$ cat config.mk
export PLATFORM = sky130hd
export DESIGN_NAME = divider
export DESIGN_NICKNAME = d
export VERILOG_FILES = /design/src/rtl/divider.sv
export SDC_FILE = /design/constraint.sdc
export NUM_CORES = 1
export LEC_CHECK = 0
export BUFFER_PORTS_ARGS = -buffer_cell sky130_fd_sc_hd__buf_2
export CORE_UTILIZATION = 45
export CTS_CLUSTER_DIAMETER = 150
export DETAILED_ROUTE_END_ITERATION = 10
export PLACE_DENSITY_LB_ADDON = 0.12
export SYNTH_ARGS = -nofsm -noshare
export SYNTH_HDL_FRONTEND = slang
export SYNTH_SLANG_ARGS = --single-unit
$ cat constraint.sdc
create_clock -name i_clk -period 6.6 [get_ports i_clk]
set_input_delay 0.66 -clock i_clk [delete_from_list [all_inputs] [get_ports i_clk]]
set_output_delay 0.66 -clock i_clk [all_outputs]
set_load 0.01 [all_outputs]
$ cat src/rtl/divider.sv
// divider: iterative radix-2 restoring divider for RV32M DIV/DIVU/REM/REMU.
// Produces one quotient bit per cycle; fixed 32-step latency, no early-out.
module divider (
  input  logic        i_clk,
  input  logic        i_rst_n,
  input  logic        i_valid,
  input  logic [1:0]  i_op,
  input  logic [31:0] i_op1,
  input  logic [31:0] i_op2,
  input  logic        i_flush,
  output logic        o_ready,
  output logic        o_valid,
  output logic [31:0] o_result
);

  localparam int unsigned W  = 32;
  localparam int unsigned CW = 5;
  localparam logic [CW-1:0] LAST_CNT = CW'(W - 1);

  typedef enum logic [1:0] {
    S_IDLE = 2'd0,
    S_BUSY = 2'd1,
    S_DONE = 2'd2
  } state_t;

  state_t        r_state;
  state_t        w_state_nxt;
  logic          r_ready;
  logic          r_valid;
  logic [CW-1:0] r_cnt;
  logic [W:0]    r_rem;
  logic [W-1:0]  r_dvd;
  logic [W-1:0]  r_dvs;
  logic [W-1:0]  r_op1_orig;
  logic [1:0]    r_op;
  logic          r_sa;
  logic          r_sb;
  logic          r_dz;
  logic [W-1:0]  r_result;

  logic          w_accept;
  logic          w_last;
  logic          w_signed;
  logic [W-1:0]  w_abs1;
  logic [W-1:0]  w_abs2;
  logic [W:0]    w_rem_sh;
  logic          w_ge;
  logic [W:0]    w_rem_nxt;
  logic [W-1:0]  w_quo_nxt;
  logic [W-1:0]  w_quo_fix;
  logic [W-1:0]  w_rem_fix;
  logic [W-1:0]  w_res;

  assign o_ready  = r_ready;
  assign o_valid  = r_valid;
  assign o_result = r_result;

  assign w_accept = (r_state == S_IDLE) && i_valid && !i_flush;
  assign w_last   = (r_state == S_BUSY) && (r_cnt == LAST_CNT) && !i_flush;

  // Operand conditioning at accept: signed ops divide magnitudes
  assign w_signed = !i_op[0];
  assign w_abs1   = (w_signed && i_op1[W-1]) ? (~i_op1 + W'(1)) : i_op1;
  assign w_abs2   = (w_signed && i_op2[W-1]) ? (~i_op2 + W'(1)) : i_op2;

  // One restoring step; R is one bit wider so the compare cannot overflow
  assign w_rem_sh  = {r_rem[W-1:0], r_dvd[W-1]};
  assign w_ge      = (w_rem_sh >= {1'b0, r_dvs});
  assign w_rem_nxt = w_ge ? (w_rem_sh - {1'b0, r_dvs}) : w_rem_sh;
  assign w_quo_nxt = {r_dvd[W-2:0], w_ge};

  // Sign fix-up and divide-by-zero selection of the final result
  assign w_quo_fix = (r_sa ^ r_sb) ? (~w_quo_nxt + W'(1)) : w_quo_nxt;
  assign w_rem_fix = r_sa ? (~w_rem_nxt[W-1:0] + W'(1)) : w_rem_nxt[W-1:0];
  always_comb begin
    w_res = '0;
    if (r_dz) w_res = r_op[1] ? r_op1_orig : '1;
    else      w_res = r_op[1] ? w_rem_fix : w_quo_fix;
  end

  // State register plus registered handshake flags
  always_ff @(posedge i_clk or negedge i_rst_n) begin
    if (!i_rst_n) begin
      r_state <= S_IDLE;
      r_ready <= 1'b1;
      r_valid <= 1'b0;
    end else begin
      r_state <= w_state_nxt;
      r_ready <= (w_state_nxt == S_IDLE);
      r_valid <= (w_state_nxt == S_DONE);
    end
  end

  // Next-state logic; flush returns to IDLE from any state
  always_comb begin
    w_state_nxt = r_state;
    case (r_state)
      S_IDLE: if (w_accept) w_state_nxt = S_BUSY;
      S_BUSY: begin
        if (i_flush)                 w_state_nxt = S_IDLE;
        else if (r_cnt == LAST_CNT)  w_state_nxt = S_DONE;
      end
      S_DONE:  w_state_nxt = S_IDLE;
      default: w_state_nxt = S_IDLE;
    endcase
  end

  // Datapath: latch operands on accept, iterate in BUSY, write result on step 32
  always_ff @(posedge i_clk or negedge i_rst_n) begin
    if (!i_rst_n) begin
      r_cnt      <= '0;
      r_rem      <= '0;
      r_dvd      <= '0;
      r_dvs      <= '0;
      r_op1_orig <= '0;
      r_op       <= '0;
      r_sa       <= 1'b0;
      r_sb       <= 1'b0;
      r_dz       <= 1'b0;
      r_result   <= '0;
    end else if (w_accept) begin
      r_cnt      <= '0;
      r_rem      <= '0;
      r_dvd      <= w_abs1;
      r_dvs      <= w_abs2;
      r_op1_orig <= i_op1;
      r_op       <= i_op;
      r_sa       <= w_signed && i_op1[W-1];
      r_sb       <= w_signed && i_op2[W-1];
      r_dz       <= (i_op2 == '0);
    end else if (r_state == S_BUSY && !i_flush) begin
      r_cnt <= r_cnt + CW'(1);
      r_rem <= w_rem_nxt;
      r_dvd <= w_quo_nxt;
      if (w_last) r_result <= w_res;
    end
  end

endmodule

---- Word-level counts from Yosys, hierarchy flattened ----
Index checks and enable logic that the tools add are counted.
cells by class
  mux-type cells .......................... 18
  equality and inequality tests ........... 3
  bitwise logic cells ..................... 6
  add/sub/neg operators ................... 6
  order comparisons ....................... 1
  reduce and logical (&&, ||, !) cells .... 14
operator list
  operator               number
  $mux 32                12
  $add 32x1->32 const B  4
  $not 32->32            4
  $ge 33x32->1           1
  $logic_not 32->1       1
  $sub 32x32->32         1
  $mux 5                 2
  $logic_and 1x1->1      7
  $mux 2                 3
  $add 5x1->5 const B    1
  $eq 5x5->1 const B     1
  $logic_not 2->1        2
  $pmux 2 s2             1
  $reduce_and 3->1       1
  $eq 2x1->1 const B     1
  $eq 2x2->1 const B     1
  $logic_not 1->1        2
  $reduce_bool 2->1      1
  $not 1->1              1
  $xor 1x1->1            1
word-level totals
  output and inout bits ................... 34
  register bits ........................... 174
  input bits .............................. 70
  word-level logic and storage cells ...... 61

---- Longest topological paths before layout ----
Gate-level depths: netlist of the first run.
  depth in word-level cells ............... 7
  depth in mapped cells ................... 25
  depth with buffers taken out ............ 21

---- Worst setup path after synthesis of the first run ----
Ideal clock, no wire load.
  kind .................................... reg-to-reg
  start point ............................. register r_rem[9]
  end point ............................... register r_result[20] (netlist: o_result[20])
  data arrival time ....................... 4945 ps
  cell stages (with the launch flop) ...... 23
  setup slack ............................. 1572 ps
  buffers on the path ..................... 4
  setup time .............................. 83 ps
  clock period less this slack ............ 5028 ps
  path through ............................ dfrtp_1 > ha_1 > clkbuf_1 > nand2_1 > o21ai_1 > nor2b_1 > o31a_1 > o21ai_2 > nand2_1 > buf_2 > buf_2 > buf_1 > a21oi_1 > inv_1 > ha_1 > inv_1 > or4b_2 > nor2b_1 > a41oi_1 > o41ai_1 > xor2_1 > nor2_1 > o21ai_0
between the ends
  cells in the longest elaborated chain, start to end .. 7
ends and longest elaborated chain
  what                                            RTL line  source
  start: declaration                              31        logic [W:0] r_rem;
  start signal: assignment                        133       r_rem <= w_rem_nxt;
  $sub 32x32->32 or $ge 33x32->1 (tied branches)  69, 68
  $mux 32                                         69        assign w_rem_nxt = w_ge ? (w_rem_sh - {1'b0, r_dvs}) : w_rem_sh;
  $not 32->32                                     74        assign w_rem_fix = r_sa ? (~w_rem_nxt[W-1:0] + W'(1)) : w_rem_nxt[W-1:0];
  $add 32x1->32                                   74
  $mux 32                                         74
  $mux 32 *                                       78        else w_res = r_op[1] ? w_rem_fix : w_quo_fix;
  $mux 32 *                                       77        if (r_dz) w_res = r_op[1] ? r_op1_orig : '1;
  end signal: assignment                          135       if (w_last) r_result <= w_res;
  end: declaration                                39        logic [W-1:0] r_result;
Every way passes the cells marked *; elsewhere a longest branch is shown, timed or not.
A chain may end at the register's enable or synchronous reset.

---- Worst setup path after layout of the first run ----
  start point ............................. register r_rem[5]
  end point ............................... register r_result[30] (netlist: o_result[30])
Same word-level chain as after synthesis.

==> results of run 1 <==
per-stage QoR:
stage,area [um2],hold slack (ps),total power (uW),util
floorplan,12500,364,4390,-
global route,13900,155,6930,0.511
global placement,13300,456,5400,0.490
detailed placement,13300,460,5410,0.490
CTS,13900,138,6450,0.511
finish,13900,127,6460,0.511
per-layer routing:
layer	share of wire	routed length (um)	up-vias	track usage
met5	0	0	-	0
met4	0.023	866	0	0.0858
met3	0.045	1710	54	0.0334
met2	0.47	18000	307	0.456
met1	0.46	17500	5717	0.381
li1	-	-	5683	-
registers in the layout, indices dropped and copies added, names as in the netlist:
register	count
r_sb	1
r_sa	1
r_dvs	32
r_op	1
o_valid	1
r_op1_orig	32
o_result	32
r_state	2
o_ready	1
r_dvd	32
r_rem	32
r_cnt	5
r_dz	1
area by class of cell:
class / instances / share of cell area
repair buffers: 123 / 0.0485
multi-input cells: 1248 / 0.546
well taps: 372 / 0.0336
clock inverters: 14 / 0.0107
inverters: 63 / 0.0171
clock buffers: 18 / 0.0317
flip-flops and latches: 173 / 0.312
worst max-delay path: cells and delay by family (launching register included):
family                   cells  cell delay, ps
multiplexers                 1             300
buffers and inverters        2             190
AO/OA/AOI/OAI                7            1840
adder cells (fa/ha/maj)      2             670
flip-flops                   1             460
XOR/XNOR                     1             160
AND/OR/NAND/NOR              5            1620
how the worst min path moves through the flow:
| stage | startpoint | endpoint | slack, ps |
|---|---|---|---|
| after floorplan | i_rst_n | o_result[0] | 360 |
| after global placement | r_op1_orig[19] | r_op1_orig[19] | 460 |
| after detailed placement | o_result[3] | o_result[3] | 460 |
| after CTS | i_rst_n | r_dvs[31] | 140 |
| after global routing | i_rst_n | r_dvs[31] | 150 |
| final | i_rst_n | r_dvs[31] | 130 |
kinds of logic (layout without fill, tap and decap cells):
family | after synthesis | count (layout)
flip-flops | 173 | 173
multiplexers | 30 | 30
adder cells (fa/ha/maj) | 39 | 39
XOR/XNOR | 138 | 138
AO/OA/AOI/OAI | 466 | 466
buffers and inverters | 153 | 218
AND/OR/NAND/NOR | 575 | 575
where the power goes:
part	leakage, uW	total, uW	internal (uW)	switching [uW]
clock	0.000281	1020	514	506
combinational	0.00363	3960	1450	2510
sequential	0.00222	1480	1250	231
cells in the final DEF (no fill, tap or decap), types with 5 or more instances in the layout:
| cell type | count |
|---|---|
| o21ai_1 | 8 |
| or4_1 | 6 |
| nor4_1 | 20 |
| inv_1 | 62 |
| nor2b_1 | 7 |
| nand4_1 | 14 |
| nand2b_1 | 10 |
| dfrtp_1 | 172 |
| nand3b_1 | 7 |
| clkbuf_16 | 17 |
| nor3_1 | 40 |
| nand3_1 | 30 |
| a22oi_1 | 5 |
| a211oi_1 | 11 |
| nor2_1 | 140 |
| buf_2 | 102 |
| or3_1 | 13 |
| and2_1 | 6 |
| o41ai_1 | 8 |
| o31ai_1 | 21 |
| a21oi_1 | 117 |
| o22ai_1 | 11 |
| a22o_1 | 9 |
| a21o_1 | 9 |
| o21bai_1 | 6 |
| nand2_1 | 254 |
| xnor2_1 | 78 |
| o211ai_1 | 14 |
| and3_1 | 7 |
| xor2_1 | 58 |
| inv_6 | 5 |
| ha_1 | 38 |
| a221oi_1 | 26 |
| buf_4 | 20 |
| a31oi_1 | 13 |
| o221ai_1 | 7 |
| o21a_1 | 5 |
| mux2i_1 | 26 |
| o21ai_0 | 163 |
==> results.sh, run 1 <==
export IMPL_yosysUniqueCellTypes=85
export IMPL_reg2reg_from="r_rem[5]"
export IMPL_seqCellArea_mm2=0.00433
export IMPL_core_area_mm2=0.0271
export IMPL_synth_most_common_cell="nand2_1"
export IMPL_p_leak_uw=0.00613
export IMPL_r2r_cells=18
export IMPL_synth_ff_type="dfrtp_1"
export IMPL_post_cts_buffers=0
export IMPL_syn_to_final_growth_pct=11.1
export IMPL_root_buffer="clkbuf_16"
export IMPL_peakVddDrop_v=0.000377
export IMPL_cap_violations=0
export IMPL_grt_pass1_wl_um=61700
export IMPL_avgRoutedWirePerCell_um=18.9
export IMPL_cts_made_buffers=17
export IMPL_routed_wl_um=38100
export IMPL_synth_edf_count=0
export IMPL_first_iter_violations=906
export IMPL_rows=60
export IMPL_netlist_area_mm2=0.0125
export IMPL_first_global_vias=11300
export IMPL_cts_tree="built"
export IMPL_final_cell_count_no_fill=2011
export IMPL_maxSlewHeadroom=0.193
export IMPL_nets=1735
export IMPL_synth_top_family_by_area="compound AO/OA/AOI/OAI gates"
export IMPL_crit_path_end_kind="flop"
export IMPL_power_density_mw_per_mm2=466
export IMPL_drc_errors=0
export IMPL_cts_buffer_depth=2
export IMPL_netlist_instances=1574
export IMPL_arrival_ps=5670
export IMPL_clk_latency_ps=450
export IMPL_dp_slack_ps=1340
export IMPL_drtAntennaViolNets=0
export IMPL_place_congestion=0.920
export IMPL_synth_top_area_cell="dfrtp_1"
export IMPL_finalHoldViolCount=0
export IMPL_final_max_slew_viol_count=0
export IMPL_synthXorXnorAreaFrac=0.0981
export IMPL_drive_gt1_frac=0.116
export IMPL_grt_overflow_total=0
export IMPL_critPathMaxStageDelay_ps=760
export IMPL_worst_pin_slew_ps=1210
export IMPL_synth_fp_nets=1683
export IMPL_crit_chain="ha_1 -> a21oi_1 -> nand2_1 -> o21a_1 -> o31a_1 -> o21ai_2 -> nand2_2 -> inv_1 -> mux2i_1 -> ha_1 -> inv_1 -> or4b_2 -> nor2b_1 -> a41o_1 -> nand4b_1 -> o41ai_1 -> xnor2_1 -> o21ai_1"
export IMPL_cts_htree_levels=4
export IMPL_ctsResizeCount=0
export IMPL_required_ps=6920
export IMPL_timing_fmax_mhz=187
export IMPL_grt_use_total=0.277
export IMPL_synth_top_area_share=0.345
export IMPL_synth_area_leaders="dfrtp_1 (35%), nand2_1 (7.7%), o21ai_0 (6.5%), xnor2_1 (5.5%), a21oi_1 (4.7%)"
export IMPL_dp_hpwl_um=28100
export IMPL_die_h_um=169
export IMPL_worstSetupPathType="reg -> reg"
export IMPL_yosys_area_share_simple=0.208
export IMPL_synth_commonest_cells="nand2_1 (256), dfrtp_1 (172), o21ai_0 (163), nor2_1 (140), a21oi_1 (117)"
export IMPL_antenna_cells=0
export IMPL_drt_first_pass_iters=5
export IMPL_tns_ps=0
export IMPL_fin_ws_ps=1250
export IMPL_die_width_um=169
export IMPL_pin_count=104
export IMPL_r2r_end="o_result[30]"
export IMPL_ys_seq_area_frac=0.347
export IMPL_dieArea_mm2=0.0284
export IMPL_synthMuxAreaShare=0.0245
export IMPL_rsz0062_at_grt="false"
export IMPL_grt_max_degree=73
export IMPL_ys_seq_elements=173
export IMPL_endpoint="o_result[30]"
export IMPL_cp_max_fo=8
export IMPL_startpoint="r_rem[5]"
export IMPL_hold_path_class="in -> async"
export IMPL_antenna_found_initial=0
export IMPL_r2r_slack_ps=1250
export IMPL_port_buffers=103
export IMPL_viasPerCell=5.85
export IMPL_async_flop_share=1.00
export IMPL_vias=11800
export IMPL_dp_cells=1979
export IMPL_startpoint_type="flop"
export IMPL_nFillCells=2686
export IMPL_final_min_clock_period_ps=5350
export IMPL_multi_input_area_mm2=0.00757
export IMPL_synthAdderAreaFrac=0.0397
export IMPL_synth_warnings=0
export IMPL_clock_skew_ps=19.9
export IMPL_setup_viol=0
export IMPL_outcome="finished, final reports clean"
export IMPL_cts_hold_buffers=0
export IMPL_start_util=0.460
export IMPL_clkSinkCount=173
export IMPL_path_clk_slew_ps=80
export IMPL_synth_compound_area_frac=0.235
export IMPL_avgSynthCellArea_um2=7.93
export IMPL_crit_path_top_delay_cell="or4b_2"
export IMPL_fin_crit_sh=0.810
No activity file was read; power rests on OpenSTA's default activity.
==> inputs of run 2 (changes only) <==
--- a/config.mk
+++ b/config.mk
@@ -5,6 +5,7 @@
 export SDC_FILE = /design/constraint.sdc
 export NUM_CORES = 1
 export LEC_CHECK = 0
+export ABC_AREA = 1
 export BUFFER_PORTS_ARGS = -buffer_cell sky130_fd_sc_hd__buf_2
 export CORE_UTILIZATION = 45
 export CTS_CLUSTER_DIAMETER = 150
==> constraint.sdc (replaced) <==
create_clock -name i_clk -period 5.28 [get_ports i_clk]
set_input_delay 0.528 -clock i_clk [delete_from_list [all_inputs] [get_ports i_clk]]
set_output_delay 0.528 -clock i_clk [all_outputs]
set_load 0.01 [all_outputs]
==> run 2 against run 1 <==
Compared with the run above:
- hold slack better by 190 ps
- maximum frequency up 22%
- clock skew fell by 6.5 ps
- utilization down 0.33 points
- global-route usage is 3.3 points higher
- synthesized cell count rose by 35%
- setup slack worse by 350 ps
- non-clock buffer count shrank 2
- first-iteration DRC count up 73%
- flip-flop and latch count stayed put
- register-to-register slack worse by 350 ps
- synthesized area increased by 10%
- largest cell class unchanged
- largest power group unchanged
- highest routed layer unchanged
==> results.sh, run 2 <==
export IMPL_outcome="finished, final reports clean"
export IMPL_use_met2=0.464
export IMPL_grtUsageMet3=0.0460
export IMPL_synth_most_common_cell="nand2_1"
export IMPL_cts_hold_buffers=1
export IMPL_antenna_cells=0
export IMPL_crit_path_end_kind="flop"
export IMPL_cts_buffer_depth=2
export IMPL_dieArea_mm2=0.0312
export IMPL_vias=14200
export IMPL_p_sw_uw=4980
export IMPL_yosysUniqueCellTypes=62
export IMPL_dp_hpwl_um=35600
export IMPL_pin_count=104
export IMPL_synth_top_area_cell="dfrtp_1"
export IMPL_hold_path_class="in -> reg"
export IMPL_synth_fp_nets=2230
export IMPL_crit_path_top_delay_cell="dfrtp_1"
export IMPL_fin_crit_sh=0.830
export IMPL_clk_latency_ps=460
export IMPL_peakVddDrop_v=0.000379
export IMPL_avgSynthCellArea_um2=6.48
export IMPL_final_max_slew_viol_count=0
export IMPL_p_seq_frac=0.209
export IMPL_synth_top_area_share=0.313
export IMPL_start_util=0.460
export IMPL_arrival_ps=4730
export IMPL_nets=2295
export IMPL_synth_ff_type="dfrtp_1"
export IMPL_routed_wl_um=47100
export IMPL_synth_edf_count=0
export IMPL_maxSlewHeadroom=0.330
export IMPL_synth_warnings=0
export IMPL_drt_first_pass_iters=5
export IMPL_setup_viol=0
export IMPL_ys_seq_area_frac=0.315
export IMPL_p_leak_uw=0.00799
export IMPL_grt_overflow_total=0
export IMPL_synth_commonest_cells="nand2_1 (640), inv_1 (295), dfrtp_1 (172), nor2_1 (161), o21ai_0 (158)"
export IMPL_busiest_layer="met2"
export IMPL_worstSetupPathType="reg -> reg"
export IMPL_netlist_instances=2121
export IMPL_worst_pin_slew_ps=1000
export IMPL_placed_cell_area_mm2=0.0146
export IMPL_path_clk_slew_ps=70
export IMPL_first_iter_violations=1564
export IMPL_cp_common_cell="nand2_1"
export IMPL_finalHoldViolCount=0
export IMPL_antenna_found_initial=0
export IMPL_clkPwrFrac=0.152
export IMPL_cts_tree="built"
export IMPL_first_global_vias=13200
export IMPL_timing_fmax_mhz=228
export IMPL_drtAntennaViolNets=0
export IMPL_place_congestion=0.988
export IMPL_swShare=0.547
export IMPL_tns_ps=0
export IMPL_rsz0062_at_grt="false"
export IMPL_cp_max_fo=23
export IMPL_ys_seq_elements=173
export IMPL_netlist_area_mm2=0.0137
export IMPL_cap_violations=0
export IMPL_core_area_mm2=0.0299
export IMPL_syn_to_final_growth_pct=10.5
export IMPL_avgRoutedWirePerCell_um=18.2
export IMPL_fin_area_mm2=0.0152
export IMPL_critPathMaxStageDelay_ps=430
export IMPL_internal_power_uw=4120
export IMPL_clock_skew_ps=13.4
export IMPL_root_buffer="clkbuf_16"
export IMPL_post_cts_buffers=0
export IMPL_final_min_clock_period_ps=4380
export IMPL_finish_utilization=0.508
export IMPL_final_common_cell="nand2_1"
export IMPL_dp_cells=2556
export IMPL_clkSinkCount=173
export IMPL_final_cell_mix="nand2_1 (638), inv_1 (294), dfrtp_1 (172)"
export IMPL_p_comb_frac=0.640
export IMPL_grt_use_total=0.310
export IMPL_ctsResizeCount=0
export IMPL_cts_made_buffers=17
export IMPL_gr_usage_met1=0.463
export IMPL_grt_pass1_wl_um=74400
export IMPL_cts_htree_levels=4
export IMPL_required_ps=5630
export IMPL_viasPerCell=5.48
export IMPL_grt_max_degree=140
export IMPL_startpoint_type="flop"
export IMPL_die_h_um=177
export IMPL_port_buffers=103
export IMPL_synth_area_leaders="dfrtp_1 (31%), nand2_1 (17%), inv_1 (8.1%), o21ai_0 (5.8%), nand3_1 (5.2%)"
export IMPL_async_flop_share=1.00
export IMPL_die_width_um=177
export IMPL_rows=63
export IMPL_drc_errors=0
export IMPL_drive_gt1_frac=0.121
export IMPL_power_density_mw_per_mm2=599
export IMPL_final_cell_count_no_fill=2589
==> run 2: cell types whose count changed in the layout (fill, tap and decap cells not counted), moves of 17 or more <==
cell and change:
a21oi_1 -18, nand3_1 +114, inv_1 +232, o31ai_1 -17, inv_2 +18, nand2_1 +384
nor2_1 +19, nand2_2 +24, mux2i_1 -25, xnor2_1 -63, a221oi_1 -25, xor2_1 -27
==> run 2: layer usage <==
layer / wire [um] / vias up
met2: 20400 / 510
met4: 800 / 0
li1: - / 6973
met5: 0 / -
met3: 2930 / 54
met1: 22900 / 6653
==> run 2: cells by family (layout without fill, tap and decap cells) <==
| logic type | count (synthesis) | in the layout | synth area share |
|---|---|---|---|
| adder cells (fa/ha/maj) | 39 | 39 | 0.0361 |
| XOR/XNOR | 46 | 46 | 0.0293 |
| AND/OR/NAND/NOR | 1109 | 1109 | 0.357 |
| flip-flops | 173 | 173 | 0.315 |
| multiplexers | 1 | 1 | 0.000728 |
| buffers and inverters | 390 | 468 | 0.112 |
| AO/OA/AOI/OAI | 363 | 363 | 0.150 |
==> run 2: path summary, 6_finish.rpt <==
path,cells after the start,start,slack [ps],end
max,26,r_rem[5],900,o_result[28]
min,2,i_op2[31],320,r_dz
max reg2reg,26,r_rem[5],900,o_result[28]
min reg2reg,1,r_state[1],440,r_state[0]
max in group asynchronous,3,i_rst_n,3490,r_rem[28]
min in group asynchronous,2,i_rst_n,550,r_dvs[22]
==> run 2: layout make-up <==
class	count	area (um2)
clock buffers	19	443
inverters	315	1180
clock inverters	13	174
multi-input cells	1558	7890
well taps	390	488
repair buffers	121	672
flip-flops and latches	173	4330
fillers	3178	14700
==> run 2: worst max-delay path: cells and delay by family (launching register included) <==
family,cells,cell delay [ps]
AOI/OAI and AO/OA,5,680
adders and majority gates,2,650
buffers and inverters,2,330
DFF,1,430
and+or+nand+nor,17,2170
==> run 2: power groups by stage <==
stage	clock [uW]	combinational [uW]	sequential [uW]
final	1380	5820	1900
after CTS	1400	5730	1890
after global routing	1450	6470	1930
after floorplan	0	4300	1800
after global placement	0	5700	1910
after detailed placement	0	5700	1920
==> run 2: metrics by stage <==
stage	hold slack, ps	power [uW]	worst slack [ps]
after floorplan	232	6110	1910
after global placement	433	7610	1060
after CTS	300	9030	955
after global routing	297	9850	345
final	321	9100	900
after detailed placement	433	7620	983
==> inputs of run 3 (changes only) <==
==> constraint.sdc (replaced) <==
create_clock -name i_clk -period 3.8 [get_ports i_clk]
set_input_delay 0.38 -clock i_clk [delete_from_list [all_inputs] [get_ports i_clk]]
set_output_delay 0.38 -clock i_clk [all_outputs]
set_load 0.01 [all_outputs]
==> run 3 against run 2 <==
Compared with the run above:
- the run now ends with hold timing left
- critical path depth unchanged
- largest cell class unchanged
- maximum frequency rose by 22%
- register-to-register slack got worse by 680 ps
- clock skew grew 2.8 ps
- flip-flop and latch count unchanged
- critical path type unchanged
==> results.sh, run 3 (synthesis results as in run 2) <==
export IMPL_outcome="finished, violations left"
export IMPL_violations="hold timing"
export IMPL_placed_cell_area_mm2=0.0147
export IMPL_startpoint="r_rem[5]"
export IMPL_dieArea_mm2=0.0312
export IMPL_worstSetupPathType="reg -> reg"
export IMPL_fin_crit_sh=0.943
export IMPL_startpoint_type="flop"
export IMPL_r2r_cells=26
export IMPL_power_density_mw_per_mm2=840
export IMPL_final_common_cell="nand2_1"
export IMPL_pin_count=104
export IMPL_drc_errors=0
export IMPL_start_util=0.460
export IMPL_final_max_slew_viol_count=0
export IMPL_cap_violations=0
export IMPL_die_h_um=177
export IMPL_dp_slack_ps=93.9
export IMPL_first_global_vias=13000
export IMPL_syn_to_final_growth_pct=13.2
export IMPL_grt_max_degree=83
export IMPL_dp_hpwl_um=35400
export IMPL_peakVddDrop_v=0.000472
export IMPL_drtAntennaViolNets=0
export IMPL_critPathMaxStageDelay_ps=410
export IMPL_crit_path_end_kind="flop"
export IMPL_cp_max_fo=4
export IMPL_cp_common_cell="nand2_1"
export IMPL_fin_ws_ps=216
export IMPL_reg2reg_from="r_rem[5]"
export IMPL_hold_path_class="in -> async"
export IMPL_fin_area_mm2=0.0156
export IMPL_p_leak_uw=0.00812
export IMPL_final_min_clock_period_ps=3580
export IMPL_finish_utilization=0.521
export IMPL_post_cts_buffers=0
export IMPL_r2r_slack_ps=220
export IMPL_place_congestion=0.934
export IMPL_viasPerCell=5.45
export IMPL_cts_made_buffers=17
export IMPL_path_clk_slew_ps=70
export IMPL_cts_buffer_depth=2
export IMPL_tns_ps=0
export IMPL_core_area_mm2=0.0299
export IMPL_arrival_ps=3980
export IMPL_drt_first_pass_iters=6
export IMPL_timing_hold_ws_ps=-35.9
export IMPL_die_width_um=177
export IMPL_setup_viol=0
export IMPL_drive_gt1_frac=0.141
export IMPL_final_cell_mix="nand2_1 (637), inv_1 (294), dfrtp_1 (172)"
export IMPL_vias=14200
export IMPL_routed_wl_um=46800
export IMPL_clock_skew_ps=16.2
export IMPL_antenna_found_initial=1
export IMPL_finalHoldViolCount=8
export IMPL_grt_use_total=0.306
export IMPL_maxSlewHeadroom=0.281
export IMPL_port_buffers=103
export IMPL_cts_tree="built"
export IMPL_nets=2319
export IMPL_avgRoutedWirePerCell_um=17.9
export IMPL_worst_pin_slew_ps=1080
export IMPL_grt_overflow_total=0
export IMPL_cts_htree_levels=4
export IMPL_crit_path_top_delay_cell="dfrtp_1"
export IMPL_rows=63
export IMPL_grt_pass1_wl_um=73100
export IMPL_root_buffer="clkbuf_16"
export IMPL_timing_fmax_mhz=279
export IMPL_required_ps=4200
export IMPL_r2r_end="o_result[30]"
export IMPL_clk_latency_ps=470
export IMPL_antenna_cells=0
export IMPL_clkSinkCount=173
export IMPL_first_iter_violations=1268
-- run 3: cell types whose count changed in the layout (fill, tap and decap cells not counted), sizes merged --
cell         previous run  this run
clkinv                  3         4
dlygate4sd3             1         0
buf                   120       145
clkinvlp                2         3
clkbuf                 19        17
-- run 3: where the power goes --
part	switching (uW)	internal (uW)
Sequential	426	2240
Combinational	5740	2720
Clock	892	1060
Total	7050	6020
-- run 3: layout make-up --
class | count | area (um2)
Clock buffer | 17 | 425
Timing Repair Buffer | 145 | 873
Fill cell | 3149 | 14300
Tap cell | 390 | 488
Sequential cell | 173 | 4330
Clock inverter | 15 | 201
Inverter | 315 | 1180
Multi-Input combinational cell | 1558 | 8060
-- run 3: worst max path at each step --
stage / endpoint / slack (ps) / cells past startpoint
floorplan: o_result[28] / 430 / 27
global placement: o_result[8] / 130 / 23
detailed placement: o_result[8] / 90 / 23
CTS: o_result[8] / 50 / 23
global route: o_result[28] / -20 / 27
finish: o_result[30] / 220 / 26
-- run 3: critical path, delay by kind of cell, from the launching register on --
kind            cells  cell delay, ps
buf+inv             3             190
flops               1             410
compound gates      3             670
simple gates       18            1640
fa+ha+maj           2             590
-- run 3: layer usage --
metal,track usage,vias up,part of all wire,wire [um]
met5,0,-,0,0
met4,0.0948,0,0.022,1030
met3,0.0468,57,0.058,2720
met2,0.454,474,0.43,20300
met1,0.454,6716,0.49,22800
li1,-,7000,-,-
-- run 3: metrics by stage --
stage,instances,power (uW)
detailed placement,2581,10800
global route,2613,14100
floorplan,2121,8480
CTS,2613,12800
global placement,2581,10700
finish,2613,13100
-- run 3: timing repair --
| item | CTS | global route |
|---|---|---|
| hold endpoints to repair | 0 | 0 |
| resized for setup | 0 | 35 |
| setup endpoints to repair | 0 | 21 |
| hold buffers | 0 | 0 |
